===== src/rtl/fmc_slave_ctrl.sv =====
// fmc_slave_ctrl: FMC async SRAM-mode slave bridging host strobes to a valid/ready register bus
module fmc_slave_ctrl #(
    parameter int DataWidth  = 16,
    parameter int AddrWidth  = 16,
    parameter int SyncStages = 2
) (
    input  logic                 clk,
    input  logic                 rst,
    input  logic                 fmc_ne,
    input  logic                 fmc_noe,
    input  logic                 fmc_nwe,
    input  logic [AddrWidth-1:0] fmc_addr,
    output logic                 fmc_nwait,
    input  logic [DataWidth-1:0] pad_rdata,
    output logic [DataWidth-1:0] pad_wdata,
    output logic                 tristate_out,
    output logic                 req_valid,
    input  logic                 req_ready,
    output logic                 req_write,
    output logic [AddrWidth-1:0] req_addr,
    output logic [DataWidth-1:0] req_wdata,
    input  logic                 rsp_valid,
    input  logic [DataWidth-1:0] rsp_rdata
);
    typedef enum logic [2:0] {IDLE, WR_REQ, RD_REQ, RD_WAIT, RD_DRIVE, DONE} state_t;
    state_t state, state_nx;
    logic [SyncStages-1:0] ne_sync, noe_sync, nwe_sync;
    logic ne_s, noe_s, nwe_s, noe_d, nwe_d, noe_fall, nwe_fall, accept, rsp_got;
    assign ne_s     = ne_sync[SyncStages-1];
    assign noe_s    = noe_sync[SyncStages-1];
    assign nwe_s    = nwe_sync[SyncStages-1];
    assign noe_fall = !noe_s && noe_d;
    assign nwe_fall = !nwe_s && nwe_d;
    assign accept   = req_valid && req_ready;
    // raw-pin terms release the pads asynchronously for bus turnaround
    assign tristate_out = (state != RD_DRIVE) | fmc_noe | fmc_ne;
    // strobe synchronisers; reset to inactive so release never looks like an edge
    always_ff @(posedge clk or posedge rst) begin
        if (rst) begin
            ne_sync  <= '1;
            noe_sync <= '1;
            nwe_sync <= '1;
            noe_d    <= 1'b1;
            nwe_d    <= 1'b1;
        end else begin
            ne_sync  <= {ne_sync[SyncStages-2:0], fmc_ne};
            noe_sync <= {noe_sync[SyncStages-2:0], fmc_noe};
            nwe_sync <= {nwe_sync[SyncStages-2:0], fmc_nwe};
            noe_d    <= noe_s;
            nwe_d    <= nwe_s;
        end
    end
    // state register
    always_ff @(posedge clk or posedge rst) begin
        if (rst) state <= IDLE;
        else state <= state_nx;
    end
    // next state; write edge takes priority over a coincident read edge
    always_comb begin
        state_nx = state;
        case (state)
            IDLE:     state_nx = (!ne_s && nwe_fall) ? WR_REQ : (!ne_s && noe_fall) ? RD_REQ : IDLE;
            WR_REQ:   state_nx = accept ? DONE : WR_REQ;
            RD_REQ:   state_nx = accept ? RD_WAIT : RD_REQ;
            RD_WAIT:  state_nx = !rsp_got ? RD_WAIT : (!ne_s && !noe_s) ? RD_DRIVE : DONE;
            RD_DRIVE: state_nx = (noe_s || ne_s) ? DONE : RD_DRIVE;
            DONE:     state_nx = (noe_s && nwe_s) ? IDLE : DONE;
            default:  state_nx = IDLE;
        endcase
    end
    // request capture, response staging and wait generation
    always_ff @(posedge clk or posedge rst) begin
        if (rst) begin
            req_valid <= 1'b0;
            req_write <= 1'b0;
            req_addr  <= '0;
            req_wdata <= '0;
            pad_wdata <= '0;
            rsp_got   <= 1'b0;
            fmc_nwait <= 1'b1;
        end else begin
            req_valid <= state_nx inside {WR_REQ, RD_REQ};
            if (state == IDLE && state_nx != IDLE) begin
                req_addr  <= fmc_addr;
                req_write <= state_nx == WR_REQ;
                if (state_nx == WR_REQ) req_wdata <= pad_rdata;
            end
            if (state == RD_WAIT && rsp_valid) pad_wdata <= rsp_rdata;
            rsp_got   <= state == RD_WAIT && state_nx == RD_WAIT && (rsp_got || rsp_valid);
            fmc_nwait <= !(state_nx inside {RD_REQ, RD_WAIT, RD_DRIVE}) || state == RD_DRIVE;
        end
    end
endmodule


===== config.mk =====
export PLATFORM = sky130hd
export DESIGN_NAME = fmc_slave_ctrl
export DESIGN_NICKNAME = d
export VERILOG_FILES = /design/src/rtl/fmc_slave_ctrl.sv
export SDC_FILE = /design/constraint.sdc
export NUM_CORES = 1
export LEC_CHECK = 0
export BUFFER_PORTS_ARGS = -buffer_cell sky130_fd_sc_hd__buf_2
export CORE_UTILIZATION = 50
export DETAILED_ROUTE_END_ITERATION = 10
export PLACE_DENSITY = 0.8
export SKIP_CTS_REPAIR_TIMING = 1
export SYNTH_ARGS = -nofsm -noshare
export SYNTH_HDL_FRONTEND = slang
export SYNTH_SLANG_ARGS = --single-unit

===== constraint.sdc =====
create_clock -name clk -period 4.8 [get_ports clk]
set_input_delay 0.24 -clock clk [delete_from_list [all_inputs] [get_ports clk]]
set_output_delay 0.24 -clock clk [all_outputs]
set_load 0.05 [all_outputs]

* Word-level counts from Yosys, hierarchy flattened
Index checks and enable logic that the tools add are counted.
** Storage, ports and cells
- Flip-flop bits (word level) :: 63
- Latch bits :: 0
- Memory bits (writable) :: 0
- ROM bits :: 0
- Bits of input ports :: 55
- Output and inout bits :: 52
- Logic and storage cells :: 57
- Memories :: 0
** Cells by class
- $add $sub $neg :: 0
- Multipliers :: 0
- Divide/modulo/power cells :: 0
- $lt $le $gt $ge :: 0
- Eq/ne operators :: 10
- Shifts and indexed selects :: 0
- Mux-type cells :: 9
- Bitwise operators :: 2
- Reduce and logical (&&, ||, !) cells :: 23
** Operators by type and width (number)
- 3-bit case mux with 6 select lines :: 1
- 3-bit by 2-bit equality test with 1-bit output, second input constant :: 4
- 1-bit logical AND :: 11
- 3-bit equality test, second input constant :: 3
- 3-bit two-way mux :: 3
- 3-bit by 1-bit equality test with 1-bit output, second input constant :: 2
- 3-bit nonzero test :: 2
- 1-bit logical NOT :: 4
- 2-bit two-way mux :: 2
- 3-bit logical NOT :: 1
- 1-bit logical OR :: 3
- 1-bit two-way mux :: 3
- 3-bit != test, second input constant :: 1
- 1-bit OR :: 2
- 2-bit AND reduction :: 1
- 2-bit nonzero test :: 1

* Depth between registers and ports, before layout
Gate-level depths: netlist (run 1).
- Word-level depth :: 10
- Depth in mapped cells :: 8
- Gate-level depth less buffers :: 6

* Worst setup path after synthesis (run 1)
OpenSTA, ideal clock, no wires.
- Path kind :: register to register
- Start point :: reg req_valid
- End point :: reg req_addr[0]
- Library setup time :: 0.125 ns
- Arrival :: 2.013 ns
- Required time :: 4.675 ns
- Setup slack :: 2.662 ns
- Stages on the path, launching flop included :: 8
- Buffers on the path :: 2
- Clock period less this slack :: 2.138 ns
- Cells stage by stage :: dfrtp_1 > and3b_1 > o21ai_2 > o2111ai_4 > o31a_1 > buf_6 > buf_8 > mux2_4
** On the way
- Word-level cells in the longest chain between the ends :: 5
- Elaborated cells between the ends (all ways) :: 6
- Those cells by class :: 3 x mux; 3 x reduce/logical
** RTL lines
- from (decl) :: RTL line 17 : output logic req_valid,
- from (signal assigned) :: RTL line 82 : req_valid <= state_nx inside {WR_REQ, RD_REQ};
- 1-bit logical AND :: RTL line 34 : assign accept = req_valid && req_ready;
- 1-bit two-way mux :: RTL line 64 : RD_REQ: state_nx = accept ? RD_WAIT : RD_REQ;
- 3-bit case mux with 6 select lines :: RTL line 61 : case (state)
- net state_nx[0] :: RTL line 26 : state_t state, state_nx;
- 3-bit nonzero test :: RTL line 83 : if (state == IDLE && state_nx != IDLE) begin
- 1-bit logical AND :: RTL line 83
- to (signal assigned) :: RTL line 84 : req_addr <= fmc_addr;
- to (decl) :: RTL line 20 : output logic [AddrWidth-1:0] req_addr,
The timed path passes the listed nets, and every way through them passes these cells.
A chain may end at the register's enable or synchronous reset.

* Final worst setup path (run 1)
- Start point :: reg state[0]
- End point :: reg req_addr[14]
** On the way
- Word-level cells in the longest chain between the ends :: 4
- Elaborated cells between the ends (all ways) :: 9
- Those cells by class :: 5 x eq/ne; 1 x mux; 3 x reduce/logical
** RTL lines
- from (decl) :: RTL line 26
- from (signal assigned) :: RTL line 56 : else state <= state_nx;
- 3-bit equality test (tied with other cells) :: RTL line 61
- 3-bit case mux with 6 select lines (*) :: RTL line 61
- net state_nx[0] :: RTL line 26
- 3-bit nonzero test (*) :: RTL line 83
- 1-bit logical AND (*) :: RTL line 83
Mark *: on every way through the listed nets, which the timed path passes. The rest lies on a longest branch.

==> flow_summary.rst, run 1 <==
.. list-table::
   :header-rows: 1

   * - Metric
     - Value
   * - Placed Area
     - ~3000 um2
   * - Maximum VDD drop
     - 0.518 mV
   * - Internal cell power
     - 1470 uW
   * - Number of buffers inserted by port buffering
     - about 110
   * - Max Fanout on Critical Path
     - 18
   * - Number of antenna violations at the first check in global routing
     - 0
   * - Reg2reg setup slack
     - between 1500 and 2000 ps
   * - Worst path setup slack after routing
     - 1880 ps
   * - Final Max Tran Viols
     - 0
   * - Area of the mapped netlist
     - 2440 um2
   * - Total placed cells including tap cells
     - 319
   * - Layout fillers
     - 341
   * - Final cell count without fillers
     - approximately 340
   * - Total via count after detailed routing
     - 1642
   * - Fraction of layout instances using a drive strength above 1
     - 0.593
   * - Pre-CTS setup slack
     - 1860 ps
   * - Clock buffer count from CTS
     - 9
   * - Number of maximum-capacitance violations
     - 0
   * - Die area
     - 5170 um2
   * - Portion of synthesized cell area occupied by the leading cell type
     - 0.554
   * - Share of the clock period used by the worst path
     - 0.608
   * - Psw
     - 1290 uW
   * - Result of the run
     - finished clean
   * - Flip-flop and latch count after synthesis
     - 63
   * - Floorplan row count
     - 25
   * - Ys Warns
     - 0
   * - Synth unique cells
     - 32
   * - Unrepaired setup endpoints after global routing
     - no
   * - Worst Setup Start Kind
     - flip-flop
   * - Die width
     - 71.9 um
   * - Total count of hold-check failures in the final report
     - 0
   * - Highest clock rate
     - ~340 MHz
   * - Largest clock skew in the final design
     - 9.39 ps
   * - Setup TNS
     - 0 ps
   * - Routability congestion estimate from global placement
     - 0.762
   * - Leakage power
     - 0.00164 uW
   * - Max-slew headroom at the worst pin
     - 0.382
   * - Combinational power share
     - 0.499
   * - Via count of the first global-routing pass
     - around 1700
   * - Element type at the critical path end
     - flip-flop
   * - DRC violations left
     - 0
   * - Type of the most critical hold path
     - input pin to flip-flop
   * - Placeable core area
     - 4720 um2
   * - R2R Path End
     - req_addr[14]
   * - Arrival time of data at the critical path endpoint
     - 3130 ps
   * - Cells taking the most area after synthesis
     - dfrtp_1 55%, mux2_1 12%, dfstp_2 9.7%
   * - Net count reported at finish
     - 318
   * - Post-route design area
     - 3250 um2
   * - Synth async-reset ratio
     - 1.00
   * - First-pass DRT Iterations
     - 4
   * - Share of total power consumed by net switching
     - 0.467
   * - Largest net degree at the start of global routing
     - 64
   * - Category of the most critical setup path
     - flip-flop to flip-flop
   * - Synth-to-Final Area Change
     - 33.0%
   * - Fin crit period
     - 2920 ps
   * - Cell accounting for the most synthesized area
     - dfrtp_1
   * - Cell chosen for the clock root
     - clkbuf_8
   * - Master of the slowest instance on the critical path
     - o31a_1
   * - Combined global-route utilization of all metal layers
     - 0.220
   * - DR WL/cell
     - 15.1 um
   * - Area occupied by registers
     - 1590 um2
   * - Clock sink total
     - 63
   * - Initial cell density of the core
     - 0.517
   * - 1st-iter DRT viols
     - 125
   * - H-tree levels
     - 3
   * - Top flip-flop cell by instance count after synthesis
     - dfrtp_1
   * - Post-Route Utilization
     - 0.687
   * - Number of enable flip-flop cells after synthesis
     - 0
   * - Half-perimeter wire length after placement
     - 3720 um
   * - I/O pin count
     - 107
   * - Hold endpoint
     - nwe_sync[0]
   * - Avg Vias per Cell
     - 4.90
   * - CTS max path bufs
     - 2
   * - Ordered list of cells on the worst path
     - nor4_1 -> nand2_1 -> o2111ai_4 -> o31a_1 -> mux2_1
   * - Fraction of the yosys area taken by sequential cells
     - 0.650
   * - Tightest Pin Transition
     - between 900 and 1000 ps
   * - Area of combinational cells with multiple inputs
     - 797 um2
   * - Post-detailed-routing wire length
     - 5070 um
   * - Cells on worst reg2reg path
     - 5
   * - Max stage delay on crit path
     - 790 ps
   * - Insertion delay to the later sink of the worst-skew pair
     - 330 ps
   * - Proportion of power drawn by the clock network
     - 0.185
   * - R2R Path Start
     - state[0]
   * - Setup Viol. Count Final
     - 0
   * - Cells after synthesis
     - 150
   * - Number of nets with antenna violations after routing
     - 0
   * - Depth of the worst hold-timing path
     - 1
   * - Most common cell in the synthesized netlist
     - dfrtp_1
   * - Clock tree from TritonCTS
     - built
   * - Critical path buffer and inverter count
     - 0
   * - Synth top cells by count
     - 54 x dfrtp_1, 27 x mux2_1, 12 x mux2_2
   * - PwrDens
     - 850 nW/um2
   * - Relative contribution of sequential cells to total power
     - 0.316
   * - Wire length of the first global-routing pass
     - between 8000 and 9000 um
   * - Hold wc startpoint
     - fmc_nwe
   * - Critical path data required time
     - between 5000 and 6000 ps
   * - Number of inserted diodes
     - 0
   * - Synth Net Count
     - a little over 200
   * - Cell class contributing the biggest share of worst-path delay
     - compound AO/OA/AOI/OAI gates
   * - Clock transition at the register clock pins on the worst setup and hold paths after CTS
     - 60 ps
   * - Global route total overflow
     - 0
   * - Die height
     - 71.9 um
   * - Post-Synthesis Mean Instance Area
     - 16.3 um2
-- metrics by stage --
| stage | total power [uW] | hold slack [ps] |
|---|---|---|
| after CTS | 2780 | -1.64 |
| final | 2760 | 10.9 |
| after detailed placement | 2270 | 348 |
| after floorplan | 1970 | 244 |
| after global routing | 2890 | 1.68 |
| after global placement | 2230 | 346 |
-- sequential cells by signal, summed over array words and instances (netlist names), 2 cells and up --
signal and count:
pad_wdata 16, ne_sync 2, req_wdata 16, nwe_sync 2, req_addr 16, state 3
noe_sync 2
-- cell type report --
class	count	share of cell area
flip-flops and latches	63	0.489
multi-input cells	78	0.246
repair buffers	107	0.166
clock buffers	13	0.0490
well taps	67	0.0258
clock inverters	3	0.0200
inverters	4	0.00463
-- cell families after synthesis --
family | synth area share
buf+inv | 0.0231
simple gates | 0.0461
mux | 0.235
compound gates | 0.0451
flops | 0.650
-- power groups by stage --
stage / Clock, uW / Combinational (uW) / Sequential, uW
after CTS: 521 / 1390 / 872
after global placement: 0 / 1360 / 867
after detailed placement: 0 / 1390 / 876
after global routing: 544 / 1440 / 901
after floorplan: 0 / 402 / 1570
final: 509 / 1380 / 873
-- cell usage in the layout (no fill, tap or decap) --
cell         n
o221a_2      1
nor2b_1      2
and3b_1      1
a21oi_1      1
a21boi_2     1
nor4_1       1
o31a_1       1
nand3b_1     1
and2b_4      1
inv_2        1
o21ai_0      1
o21ai_1      2
mux2_2      12
clkbuf_1     2
nor2_1       2
or3_1        1
dfrtp_1     54
o21ai_2      1
a32oi_2      1
o211ai_1     1
buf_2      106
nand2b_1     1
buf_4        1
nand3_1      3
clkbuf_8    11
bufinv_16    2
clkinv_2     1
or3b_4       1
mux2_1      27
o2111ai_4    1
dfstp_2      9
nor3_1       2
mux2_4       9
nand2_1      3
inv_1        3
-- per-layer routing --
| metal | routed length (um) | part of all wire | GRT usage |
|---|---|---|---|
| met3 | 233 | 0.046 | 0.0549 |
| met1 | 1960 | 0.39 | 0.267 |
| met2 | 2700 | 0.53 | 0.357 |
| met4 | 170 | 0.034 | 0.133 |
| met5 | 0 | 0 | 0 |
-- worst max path at each step --
| stage | from | to | depth (start not counted) |
|---|---|---|---|
| after floorplan | req_valid | req_addr[0] | 7 |
| after global placement | state[0] | req_addr[8] | 5 |
| after detailed placement | state[0] | req_addr[14] | 5 |
| after CTS | state[0] | req_addr[12] | 5 |
| after global routing | state[0] | req_addr[9] | 5 |
| final | state[0] | req_addr[14] | 5 |
(Power assumes the default switching activity.)
==> run 2: changes to the inputs <==
Settings changed: ABC_AREA from default to 1, CORE_UTILIZATION 50 to 47, PLACE_DENSITY 0.8 to 0.75.
Clock period 4.8 ns to 2.8 ns, I/O delays scaled along.
==> flow_summary.rst, run 2 <==
.. list-table::
   :header-rows: 1

   * - Metric
     - Value
   * - Result of the run
     - finished clean
   * - Post-Synthesis Mean Instance Area
     - 10.4 um2
   * - Top flip-flop cell by instance count after synthesis
     - dfrtp_1
   * - Placeable core area
     - 4880 um2
   * - Element type at the critical path end
     - flip-flop
   * - Tightest Pin Transition
     - between 1000 and 1500 ps
   * - Number of enable flip-flop cells after synthesis
     - 0
   * - Global route total overflow
     - 0
   * - Max-slew headroom at the worst pin
     - 0.320
   * - Post-route design area
     - between 3000 and 4000 um2
   * - Biggest registers after layout
     - pad_wdata: 16 flops, req_addr: 16 flops, req_wdata: 16 flops
   * - Share of the clock period used by the worst path
     - 0.659
   * - Area of the mapped netlist
     - 2460 um2
   * - Avg Vias per Cell
     - 4.62
   * - Number of inserted diodes
     - 0
   * - Most common cell after layout, fill and taps aside
     - buf_2
   * - Synth async-reset ratio
     - 1.00
   * - Flip-flop and latch count after synthesis
     - 63
   * - Insertion delay to the later sink of the worst-skew pair
     - 320 ps
   * - Cell class contributing the biggest share of worst-path delay
     - simple AND/OR/NAND/NOR gates
   * - Category of the most critical setup path
     - flip-flop to flip-flop
   * - Portion of synthesized cell area occupied by the leading cell type
     - 0.550
   * - Master of the slowest instance on the critical path
     - dfrtp_1
   * - Die area
     - 5520 um2
   * - Final cell count without fillers
     - 424
   * - Cell accounting for the most synthesized area
     - dfrtp_1
   * - DRC violations left
     - 0
   * - Commonest non-fill, non-tap cells in the layout
     - 106 x buf_2, 95 x nand2_1, 54 x dfrtp_1, 22 x nand3_1, 16 x mux2_2
   * - Highest clock rate
     - 542 MHz
   * - Arrival time of data at the critical path endpoint
     - 2060 ps
   * - Net count reported at finish
     - slightly above 400
   * - Wire length of the first global-routing pass
     - about 8100 um
   * - Layout fillers
     - about 410
   * - Largest net degree at the start of global routing
     - 53
   * - First-pass DRT Iterations
     - 4
   * - Final Max Tran Viols
     - 0
   * - Number of maximum-capacitance violations
     - 0
   * - Via count of the first global-routing pass
     - 1819
   * - Fraction of layout instances using a drive strength above 1
     - 0.434
   * - DR WL/cell
     - 11.7 um
   * - Type of the most critical hold path
     - input pin to flip-flop
   * - Half-perimeter wire length after placement
     - 3530 um
   * - Max stage delay on crit path
     - 400 ps
   * - Combined global-route utilization of all metal layers
     - 0.198
   * - Largest clock skew in the final design
     - just under 9 ps
   * - Most common cell in the synthesized netlist
     - nand2_1
   * - H-tree levels
     - 3
   * - Routability congestion estimate from global placement
     - between 0.8 and 0.9
   * - CTS max path bufs
     - 2
   * - Synth top cells by count
     - 95 x nand2_1, 54 x dfrtp_1, 22 x nand3_1
   * - Number of buffers inserted by port buffering
     - 106
   * - Total placed cells including tap cells
     - slightly above 400
   * - Cells after synthesis
     - around 240
   * - Cell chosen for the clock root
     - clkbuf_8
   * - Maximum VDD drop
     - between 0.7 and 0.8 mV
   * - Setup TNS
     - 0 ps
   * - Cells taking the most area after synthesis
     - dfrtp_1 55%, nand2_1 15%, dfstp_2 9.6%
   * - Number of nets with antenna violations after routing
     - 0
   * - Unrepaired setup endpoints after global routing
     - no
   * - Synth unique cells
     - 23
   * - Number of antenna violations at the first check in global routing
     - 0
   * - I/O pin count
     - roughly 110
   * - Critical path buffer and inverter count
     - 1
   * - Critical path data required time
     - 3020 ps
   * - Ordered list of cells on the worst path
     - nor2_1 -> nand2_2 -> inv_4 -> nand2_4 -> nand2_2 -> nor2_4 -> nand3_4 -> nand2_4 -> nand2_1 -> nand2_1
   * - Die width
     - between 70 and 80 um
   * - Total via count after detailed routing
     - about 2000
   * - Setup Viol. Count Final
     - 0
   * - Worst Setup Start Kind
     - flip-flop
   * - Post-Route Utilization
     - 0.669
   * - PwrDens
     - 1420 nW/um2
   * - Clock transition at the register clock pins on the worst setup and hold paths after CTS
     - 70 ps
   * - Fin crit period
     - 1840 ps
   * - Clock buffer count from CTS
     - 9
   * - Fraction of the yosys area taken by sequential cells
     - 0.646
   * - Clock sink total
     - 63
   * - Max Fanout on Critical Path
     - 19
   * - Synth Net Count
     - 291
   * - Initial cell density of the core
     - 0.504
   * - Placed Area
     - 3040 um2
   * - Synth-to-Final Area Change
     - 32.8%
   * - Leakage power
     - ~0.0019 uW
   * - 1st-iter DRT viols
     - 108
   * - Total count of hold-check failures in the final report
     - 0
   * - Clock tree from TritonCTS
     - built
   * - Ys Warns
     - 0
   * - Post-detailed-routing wire length
     - 4940 um
   * - Floorplan row count
     - 25
   * - Die height
     - 74.3 um
run 2: cells by family after synthesis:
kind of cell | synth area share
simple gates | 0.233
compound gates | 0.0122
flops | 0.646
buf+inv | 0.0356
mux | 0.0733
run 2: area by class of cell:
cell class | count | area, um2 | share of cell area
Timing Repair Buffer | 111 | 578 | 0.177
Multi-Input combinational cell | 154 | 783 | 0.240
Inverter | 13 | 51.3 | 0.0157
Tap cell | 67 | 83.8 | 0.0257
Clock buffer | 15 | 176 | 0.0540
Sequential cell | 63 | 1590 | 0.486
Clock inverter | 1 | 5.00 | 0.00153
run 2: path summary, 6_finish.rpt:
path,to,slack (ps),cells after the start,from
min,req_wdata[6],6,3,pad_rdata[6]
max in group asynchronous,pad_wdata[13],1980,3,rst
min in group asynchronous,req_wdata[2],50,2,rst
min reg2reg,nwe_sync[1],360,0,nwe_sync[0]
max reg2reg,req_addr[15],960,10,state[1]
max,req_addr[15],960,10,state[1]
run 2: routing by layer:
layer | vias to the layer above | track usage | part of all wire
met5 | - | 0 | 0
met1 | 907 | 0.255 | 0.44
met3 | 7 | 0.0407 | 0.054
met4 | 0 | 0.130 | 0.019
li1 | 980 | - | -
met2 | 64 | 0.306 | 0.49
run 2: worst min-delay path: stages:
cell and delay (ps):
buf_2 70, nand2_1 40, nand2_1 50
run 2: where the power goes:
group	internal (uW)	switching (uW)	total (uW)
registers	1300	198	1490
clock network	394	308	702
logic	566	1860	2430
total	2260	2370	4620
run 2: stage by stage:
stage	worst slack (ps)	hold slack (ps)	power, uW
final	956	6.29	4620
after global routing	732	2.23	4910
after CTS	941	-96.9	4660
after detailed placement	947	246	3940
after global placement	1010	245	3910
after floorplan	1110	144	3430
==> run 3: changes to the inputs <==
Settings changed: ABC_AREA 1 to 0, CORE_UTILIZATION 47 to 42, PLACE_DENSITY 0.75 to 0.71.
Clock period 2.8 ns to 1.5 ns, I/O delays scaled along.
==> flow_summary.rst, run 3 (same netlist as run 1, synthesis figures left out) <==
.. list-table::
   :header-rows: 1

   * - Metric
     - Value
   * - Worst path setup slack after routing
     - -505 ps
   * - Insertion delay to the later sink of the worst-skew pair
     - 330 ps
   * - Final Max Tran Viols
     - 0
   * - Maximum VDD drop
     - 1.49 mV
   * - DR WL/cell
     - around 15 um
   * - Ordered list of cells on the worst path
     - or3b_4 -> a21boi_4 -> o2111ai_4 -> o31a_1 -> buf_12 -> mux2_1
   * - Via count of the first global-routing pass
     - 1750
   * - CTS max path bufs
     - 2
   * - Avg Vias per Cell
     - 4.77
   * - Clock sink total
     - 63
   * - 1st-iter DRT viols
     - 73
   * - Wire length of the first global-routing pass
     - 8300 um
   * - Post-Route Hold Slack
     - 105 ps
   * - Master of the slowest instance on the critical path
     - dfrtp_1
   * - Fin crit period
     - roughly 2000 ps
   * - Share of the clock period used by the worst path
     - 1.34
   * - Highest clock rate
     - 499 MHz
   * - Clock buffer count from CTS
     - 9
   * - DRC violations left
     - 0
   * - Post-route design area
     - roughly 4000 um2
   * - Worst Setup Start Kind
     - flip-flop
   * - Placeable core area
     - 5540 um2
   * - Critical path data required time
     - 1700 ps
   * - Biggest registers after layout
     - pad_wdata: 16 flops, req_addr: 16 flops, req_wdata: 16 flops
   * - Combined global-route utilization of all metal layers
     - 0.181
   * - Max Fanout on Critical Path
     - 17
   * - Element type at the critical path end
     - flip-flop
   * - Type of the most critical hold path
     - input pin to flip-flop
   * - Global route total overflow
     - 0
   * - Number of buffers inserted by port buffering
     - 106
   * - First-pass DRT Iterations
     - 4
   * - Synth-to-Final Area Change
     - 63.7%
   * - Fraction of layout instances using a drive strength above 1
     - 0.541
   * - Clock tree from TritonCTS
     - built
   * - Max-slew headroom at the worst pin
     - 0.783
   * - Critical path buffer and inverter count
     - 1
   * - Post-detailed-routing wire length
     - around 6300 um
   * - Initial cell density of the core
     - 0.441
   * - Commonest non-fill, non-tap cells in the layout
     - 105 x buf_2, 53 x dfrtp_1, 52 x dlygate4sd3_1, 27 x mux2_1, 14 x buf_4
   * - Die width
     - 78.2 um
   * - Number of nets with antenna violations after routing
     - 0
   * - Setup Viol. Count Final
     - between 50 and 60
   * - Tightest Pin Transition
     - 325 ps
   * - Die area
     - 6120 um2
   * - Most common cell after layout, fill and taps aside
     - buf_2
   * - Largest clock skew in the final design
     - 8.46 ps
   * - Leakage power
     - 0.00197 uW
   * - I/O pin count
     - 107
   * - Result of the run
     - complete, but fails checks
   * - Routability congestion estimate from global placement
     - 0.776
   * - Violated checks
     - setup timing
   * - Die height
     - 78.2 um
   * - Cell chosen for the clock root
     - clkbuf_8
   * - PwrDens
     - 2290 nW/um2
   * - H-tree levels
     - 3
   * - Cell class contributing the biggest share of worst-path delay
     - compound AO/OA/AOI/OAI gates
   * - Net count reported at finish
     - 388
   * - Half-perimeter wire length after placement
     - between 3000 and 4000 um
   * - Number of inserted diodes
     - 0
   * - Arrival time of data at the critical path endpoint
     - 2210 ps
   * - Largest net degree at the start of global routing
     - 64
   * - Total via count after detailed routing
     - 1957
   * - Floorplan row count
     - 27
   * - Pre-CTS setup slack
     - -498 ps
   * - Number of antenna violations at the first check in global routing
     - 0
   * - Unrepaired setup endpoints after global routing
     - yes
   * - Placed Area
     - 3210 um2
   * - Total count of hold-check failures in the final report
     - 0
   * - Category of the most critical setup path
     - flip-flop to flip-flop
   * - Clock transition at the register clock pins on the worst setup and hold paths after CTS
     - 60 ps
   * - Number of maximum-capacitance violations
     - 0
   * - Max stage delay on crit path
     - 410 ps
run 3: changes by cell type in the layout (fill, tap and decap cells not counted), sizes merged, moves of 2 or more:
cell and delta:
nor3 +2, inv -10, nor2b +2, dlygate4sd3 +48
buf +17, nor2 -8, mux2 +32, nand3 -20
o21ai +2, nand2 -96
run 3: through the flow:
| step | power, uW | TNS [ps] | std cells | util |
|---|---|---|---|---|
| after floorplan | 6360 | -10720 | 150 | - |
| after global placement | 7490 | -11200 | 341 | 0.579 |
| after detailed placement | 7590 | -13410 | 341 | 0.579 |
| after CTS | 8950 | -14280 | 357 | 0.612 |
| after global routing | 9560 | -15920 | 410 | 0.721 |
| final | 9140 | -12520 | 410 | 0.721 |
run 3: worst paths after layout:
path	startpoint	to	slack (ps)	cells after the start
worst max-delay path	state[0]	req_addr[13]	-510	6
min in group asynchronous	rst	pad_wdata[7]	370	4
worst min-delay path	rsp_valid	rsp_got	110	3
max in group asynchronous	rst	nwe_sync[0]	820	4
worst max register to register	state[0]	req_addr[13]	-510	6
worst min register to register	noe_sync[0]	noe_sync[1]	350	0
run 3: tightest hold or removal path, delay by kind of cell:
kind | cells | cell delay, ps
and+or+nand+nor | 1 | 100
AOI/OAI and AO/OA | 1 | 100
buffers and inverters | 1 | 110
run 3: power breakdown:
part           internal (uW)  switching [uW]
combinational           1670            3350
sequential              2410             364
clock                    736             603
total                   4820            4310
run 3: layer usage:
metal	GRT usage	vias to the layer above	wire [um]
met1	0.230	956	2330
met3	0.0616	23	305
met5	0	-	0
met2	0.274	82	3390
li1	-	896	-
met4	0.0981	0	227
run 3: cell type report:
class	instances	area [um2]
Timing Repair Buffer	177	1270
Tap cell	72	90.1
Multi-Input combinational cell	78	848
Clock inverter	1	5.00
Inverter	4	18.8
Fill cell	399	1550
Clock buffer	15	176
Sequential cell	63	1590
